[src/rtl/sar_pkg.sv]
// Shared types and constants for the successive-approximation search controller.
package sar_pkg;

    localparam int STEPS_W     = 4;
    localparam int CMP_LAT_MAX = 3;

    typedef enum logic [2:0] {
        IDLE,
        WAIT,
        EVAL,
        DONE,
        ERR
    } sar_state_e;

    typedef enum logic [1:0] {
        HIT,
        GO_LOW,
        GO_HIGH,
        BAD
    } sar_act_e;

endpackage

[src/rtl/sar_flag_decode.sv]
// Turns the comparator's bigger/smaller/same flags into one search action.
// With SAR_ERR_CHECK_EN defined, any non-one-hot flag set decodes to BAD.
module sar_flag_decode
    import sar_pkg::*;
(
    input  logic     cmp_bigger_i,
    input  logic     cmp_smaller_i,
    input  logic     cmp_same_i,
    output sar_act_e act_o
);

    always_comb begin
        act_o = GO_HIGH;
`ifdef SAR_ERR_CHECK_EN
        if (!$onehot({cmp_bigger_i, cmp_smaller_i, cmp_same_i})) begin
            act_o = BAD;
        end else if (cmp_same_i) begin
            act_o = HIT;
        end else if (cmp_bigger_i) begin
            act_o = GO_LOW;
        end
`else
        // All-zero flags fall through to GO_HIGH, i.e. treated as "smaller".
        if (cmp_same_i) begin
            act_o = HIT;
        end else if (cmp_bigger_i) begin
            act_o = GO_LOW;
        end
`endif
    end

endmodule

[src/rtl/sar_search_ctrl.sv]
// Binary-search controller driving a guess into an external magnitude comparator.
// Optional SAR_ERR_CHECK_EN: inconsistent flags or an emptied range end in ERR.
//
// state | meaning
// IDLE  | after reset, waiting for start
// WAIT  | guess held while the comparator settles (CMP_LAT cycles)
// EVAL  | flags sampled, range narrowed, next guess formed
// DONE  | found valid, waiting for next start
// ERR   | comparator response inconsistent, waiting for next start
module sar_search_ctrl
    import sar_pkg::*;
#(
    parameter int WIDTH   = 4,
    parameter int CMP_LAT = 0
) (
    input  logic               clk,
    input  logic               rst_n,
    input  logic               start,
    input  logic               cmp_bigger,
    input  logic               cmp_smaller,
    input  logic               cmp_same,
    output logic [WIDTH-1:0]   guess,
    output logic               busy,
    output logic               done,
    output logic [WIDTH-1:0]   found,
    output logic [STEPS_W-1:0] steps,
    output logic               err
);

    localparam logic [WIDTH:0]   HI_INIT  = {1'b0, {WIDTH{1'b1}}};
    localparam logic [WIDTH:0]   ONE_EXT  = {{WIDTH{1'b0}}, 1'b1};
    localparam logic [STEPS_W-1:0] STEP_ONE = {{(STEPS_W-1){1'b0}}, 1'b1};
    localparam logic [1:0]       CNT_LOAD = (CMP_LAT > 0) ? 2'(CMP_LAT - 1) : 2'd0;
    localparam sar_state_e       STEP_ST  = (CMP_LAT > 0) ? WAIT : EVAL;

    sar_state_e         state_q, state_d;
    logic [WIDTH:0]     lo_q, lo_d;
    logic [WIDTH:0]     hi_q, hi_d;
    logic [WIDTH-1:0]   guess_q, guess_d;
    logic [WIDTH-1:0]   found_q, found_d;
    logic [STEPS_W-1:0] steps_q, steps_d;
    logic [1:0]         cnt_q, cnt_d;
    logic [WIDTH:0]     guess_ext;
    logic [WIDTH:0]     sum;
    logic               advance;
    logic               take_err;
    sar_act_e           act;

    sar_flag_decode u_flag_decode (
        .cmp_bigger_i  (cmp_bigger),
        .cmp_smaller_i (cmp_smaller),
        .cmp_same_i    (cmp_same),
        .act_o         (act)
    );

    assign guess_ext = {1'b0, guess_q};

    always_comb begin
        state_d  = state_q;
        lo_d     = lo_q;
        hi_d     = hi_q;
        guess_d  = guess_q;
        found_d  = found_q;
        steps_d  = steps_q;
        cnt_d    = cnt_q;
        sum      = '0;
        advance  = 1'b0;
        take_err = 1'b0;

        case (state_q)
            IDLE, DONE, ERR: begin
                if (start) begin
                    lo_d    = '0;
                    hi_d    = HI_INIT;
                    steps_d = '0;
                    guess_d = HI_INIT[WIDTH:1];
                    cnt_d   = CNT_LOAD;
                    state_d = STEP_ST;
                end
            end
            WAIT: begin
                if (cnt_q == 2'd0) begin
                    state_d = EVAL;
                end else begin
                    cnt_d = cnt_q - 2'd1;
                end
            end
            EVAL: begin
                steps_d = steps_q + STEP_ONE;
                case (act)
                    HIT: begin
                        found_d = guess_q;
                        state_d = DONE;
                    end
                    GO_LOW: begin
                        // guess==lo means hi would drop below lo: range exhausted.
                        if (guess_ext == lo_q) begin
                            take_err = 1'b1;
                        end else begin
                            hi_d    = guess_ext - ONE_EXT;
                            advance = 1'b1;
                        end
                    end
                    GO_HIGH: begin
                        if (guess_ext == hi_q) begin
                            take_err = 1'b1;
                        end else begin
                            lo_d    = guess_ext + ONE_EXT;
                            advance = 1'b1;
                        end
                    end
                    default: take_err = 1'b1;
                endcase

                if (advance) begin
                    sum     = lo_d + hi_d;
                    guess_d = sum[WIDTH:1];
                    cnt_d   = CNT_LOAD;
                    state_d = STEP_ST;
                end

                if (take_err) begin
`ifdef SAR_ERR_CHECK_EN
                    found_d = '0;
                    state_d = ERR;
`else
                    found_d = guess_q;
                    state_d = DONE;
`endif
                end
            end
            default: state_d = IDLE;
        endcase
    end

    always_ff @(posedge clk or negedge rst_n) begin
        if (!rst_n) begin
            state_q <= IDLE;
            lo_q    <= '0;
            hi_q    <= HI_INIT;
            guess_q <= '0;
            found_q <= '0;
            steps_q <= '0;
            cnt_q   <= '0;
        end else begin
            state_q <= state_d;
            lo_q    <= lo_d;
            hi_q    <= hi_d;
            guess_q <= guess_d;
            found_q <= found_d;
            steps_q <= steps_d;
            cnt_q   <= cnt_d;
        end
    end

    assign guess = guess_q;
    assign found = found_q;
    assign steps = steps_q;
    assign busy  = (state_q == WAIT) || (state_q == EVAL);
    assign done  = (state_q == DONE) || (state_q == ERR);
    assign err   = (state_q == ERR);

endmodule

[config.mk]
export PLATFORM = sky130hd
export DESIGN_NAME = sar_search_ctrl
export DESIGN_NICKNAME = d
export VERILOG_FILES = /design/src/rtl/sar_pkg.sv /design/src/rtl/sar_flag_decode.sv /design/src/rtl/sar_search_ctrl.sv
export SDC_FILE = /design/constraint.sdc
export NUM_CORES = 1
export LEC_CHECK = 0
export BUFFER_PORTS_ARGS = -buffer_cell sky130_fd_sc_hd__buf_2
export CORE_ASPECT_RATIO = 0.7
export CORE_MARGIN = 1.5
export CORE_UTILIZATION = 61
export DETAILED_ROUTE_END_ITERATION = 6
export PLACE_DENSITY = 0.84
export SYNTH_ARGS = -nofsm -noshare
export SYNTH_HDL_FRONTEND = slang
export SYNTH_SLANG_ARGS = --single-unit
[constraint.sdc]
create_clock -name clk -period 5.6 [get_ports clk]
set_input_delay 0.56 -clock clk [delete_from_list [all_inputs] [get_ports clk]]
set_output_delay 0.56 -clock clk [all_outputs]
set_load 0.01 [all_outputs]
==> key figures <==
Clock tree
  • # resized after CTS: 0
  • Post-CTS Setup Bufs: 0
  • CTS tree: built
  • CTS Buf Count: 3
  • Cts hold-fix bufs: 0
  • H-tree Lvls: 1
  • Clock Tree Root: clkbuf_8
  • Skew-Pair Late Insertion Delay: 0.28 ns
  • Longest Clk Path Bufs: 2
  • Clock Sinks: 26
  • Clock Pin Slew Worst Setup and Hold Paths: 0.10 ns

Cells and area
  • Share of layout cells above drive strength 1: 15.5%
  • Footprint of the multi-input gates: 887 sq um
  • Commonest non-fill, non-tap cell in the layout: dfrtp_1
  • # diodes: 0
  • FILL cells: 194
  • Layout area overhead: 9.93%
  • Register area: 656 sq um
  • Nets@finish: 212
  • Post-route core utilization: 72.1%
  • Commonest non-fill, non-tap cells in the layout: 22 x dfrtp_1, 18 x o21ai_0, 18 x buf_2

Drt
  • Drt total wl: 3.86 mm
  • WL met2: 1.84 mm
  • Drt first pass iters: 4
  • Routed Antenna Nets: 0
  • Vias/cell: 6.23
  • DRC viols: 0
  • Initial DRC count: 149
  • WL/cell: 17.0 um
  • Total number of vias: 1414
  • Met3 WL: 387 um
  • WL met1: 1.59 mm
  • Max Used Layer: met4

Timing
  • Post-layout min period: 3.89 ns
  • Least-Margin Pin Slew: 1.18 ns
  • Fin Setup TNS: 0 ns
  • Setup Viol. Count Final: 0
  • Fin worst setup slack: 1.71 ns
  • Max Slew Vio Count: 0
  • Slew Limit Headroom: 20.2%
  • RSZ-0062 raised after global routing: false
  • Clk_skew: 0.0109 ns
  • Final Hold Viols: 0
  • Hold Slack: 0.260 ns
  • FMAX: 257 MHz
  • Tcrit/Tclk final: 69.4%

Die
  • Row cnt: 15
  • Core area: 2510 sq um
  • Initial Util: 65.6%
  • Die area: 3030 sq um
  • Die Y: 46.5 um
  • Io pins: 21
  • Die width: 65.2 um

Yosys
  • Post-synth top area share: 33.4%
  • Register bit count reported by yosys: 26
  • Post-Synthesis Cells: 177
  • Post-Synthesis Cell Area: 1650 sq um
  • Largest cells by area after synthesis: dfrtp_1 33%, ha_1 8.3%, dfstp_2 6.4%, o21ai_0 5.5%, xnor2_1 5.3%
  • Ys async rst share: 100%
  • Synth cell types: 44
  • Cell taking the most area after synthesis: dfrtp_1
  • Post-synthesis sequential area ratio: 39.7%
  • EDFF count, synth: 0
  • Synth Warn #: 0
  • Syn nets: 195
  • Mean Syn Cell Area: 9.32 sq um
  • Top FF cell, synth: dfrtp_1

Setup path
  • Reg-to-reg slack, setup: 1.71 ns
  • Setup crit start kind: register
  • Worst Path Max Fanout: 11
  • Critical path class: reg2reg
  • WP data required: 5.77 ns
  • Crit path capture type: register
  • Critical path data arrival time: 4.06 ns

Outcome
  • Status: finished clean

Place
  • Gpl congestion: 0.957
  • Dpl ws: 1.94 ns
  • HPWL after detailed placement: 2.87 mm
  • IO Port Bufs: 18

Global routing
  • Vias in the first global route: 1379
  • Gr ovfl total: 0
  • Antenna violations before repair: 0
  • Gr usage total: 29.1%
  • Pin count of the biggest net entering global routing: 27
  • First-pass GRT wire length: 6.47 mm

Pwr
  • Worst VDD drop: 0.338 mV
  • Pwr dens: 629 nW/um^2
  • Static Leak: 0.867 nW
  • Final Power: 1.14 mW

Hold path
  • Min-Delay Path Class: in2async

Run
  • Max-cap viol count: 0
-- synth_stat cells (4+ instances only) --
cell type and number:
a21oi_1 9, dfrtp_1 22, dfstp_2 4, ha_1 11, inv_1 16, nand2_1 17, nand3_1 5, nor2_1 13
o21ai_0 18, xnor2_1 10
-- through the flow --
step / std cells / area [sq um]
after floorplan: 177 / 1650
after global placement: 223 / 1740
after detailed placement: 223 / 1740
after CTS: 227 / 1810
after global routing: 227 / 1810
final: 227 / 1810
-- final timing paths --
kind,from,endpoint,cells after the start
max,guess[2],guess[3],13
min reg2reg,cnt_q[0],cnt_q[0],1
min,rst_n,steps[2],1
max reg2reg,guess[2],guess[3],13
max in group asynchronous,rst_n,guess[0],1
min in group clk,cnt_q[0],cnt_q[0],1
-- worst max-delay path, stage by stage, from the launching register on --
cell and delay (ns):
dfrtp_1 0.63, xnor2_2 0.19, nand3_1 0.13, o311ai_0 0.98, nand2_1 0.10, o21ai_0 0.21
inv_1 0.10, fa_1 0.41, inv_1 0.08, a21o_1 0.14, a21oi_1 0.09, xnor2_1 0.27
xnor2_1 0.11, a221o_1 0.34
-- where the power goes --
part,internal [mW],switching [mW]
Combinational,0.258,0.367
Clock,0.0958,0.0632
Sequential,0.269,0.0880
-- state kept, by name (all words and copies together), names as in the netlist --
name     count
hi_q         5
lo_q         5
found        4
guess        4
steps        4
cnt_q        2
state_q      2
-- kinds of logic (layout without fill, tap and decap cells) --
family	count (synthesis)	after routing	share of synthesized area (%)
AND/OR/NAND/NOR	47	47	12.8
XOR/XNOR	14	14	7.89
adder cells (fa/ha/maj)	12	12	9.55
other	1	1	0.227
AO/OA/AOI/OAI	50	50	20.8
multiplexers	4	4	2.50
buffers and inverters	23	39	6.52
flip-flops	26	26	39.7
-- cell type report --
type | count | share of cell area, %
well taps | 34 | 2.34
inverters | 16 | 3.31
flip-flops and latches | 26 | 36.1
clock inverters | 1 | 1.66
multi-input cells | 128 | 48.9
repair buffers | 19 | 5.38
clock buffers | 3 | 2.28
-- routing by layer --
metal | vias to the layer above | GRT usage (%)
met5 | - | 0
met1 | 681 | 36.9
li1 | 648 | -
met3 | 6 | 8.80
met2 | 79 | 49.2
met4 | 0 | 8.33
Note: power is estimated with default switching activity, not from simulation.
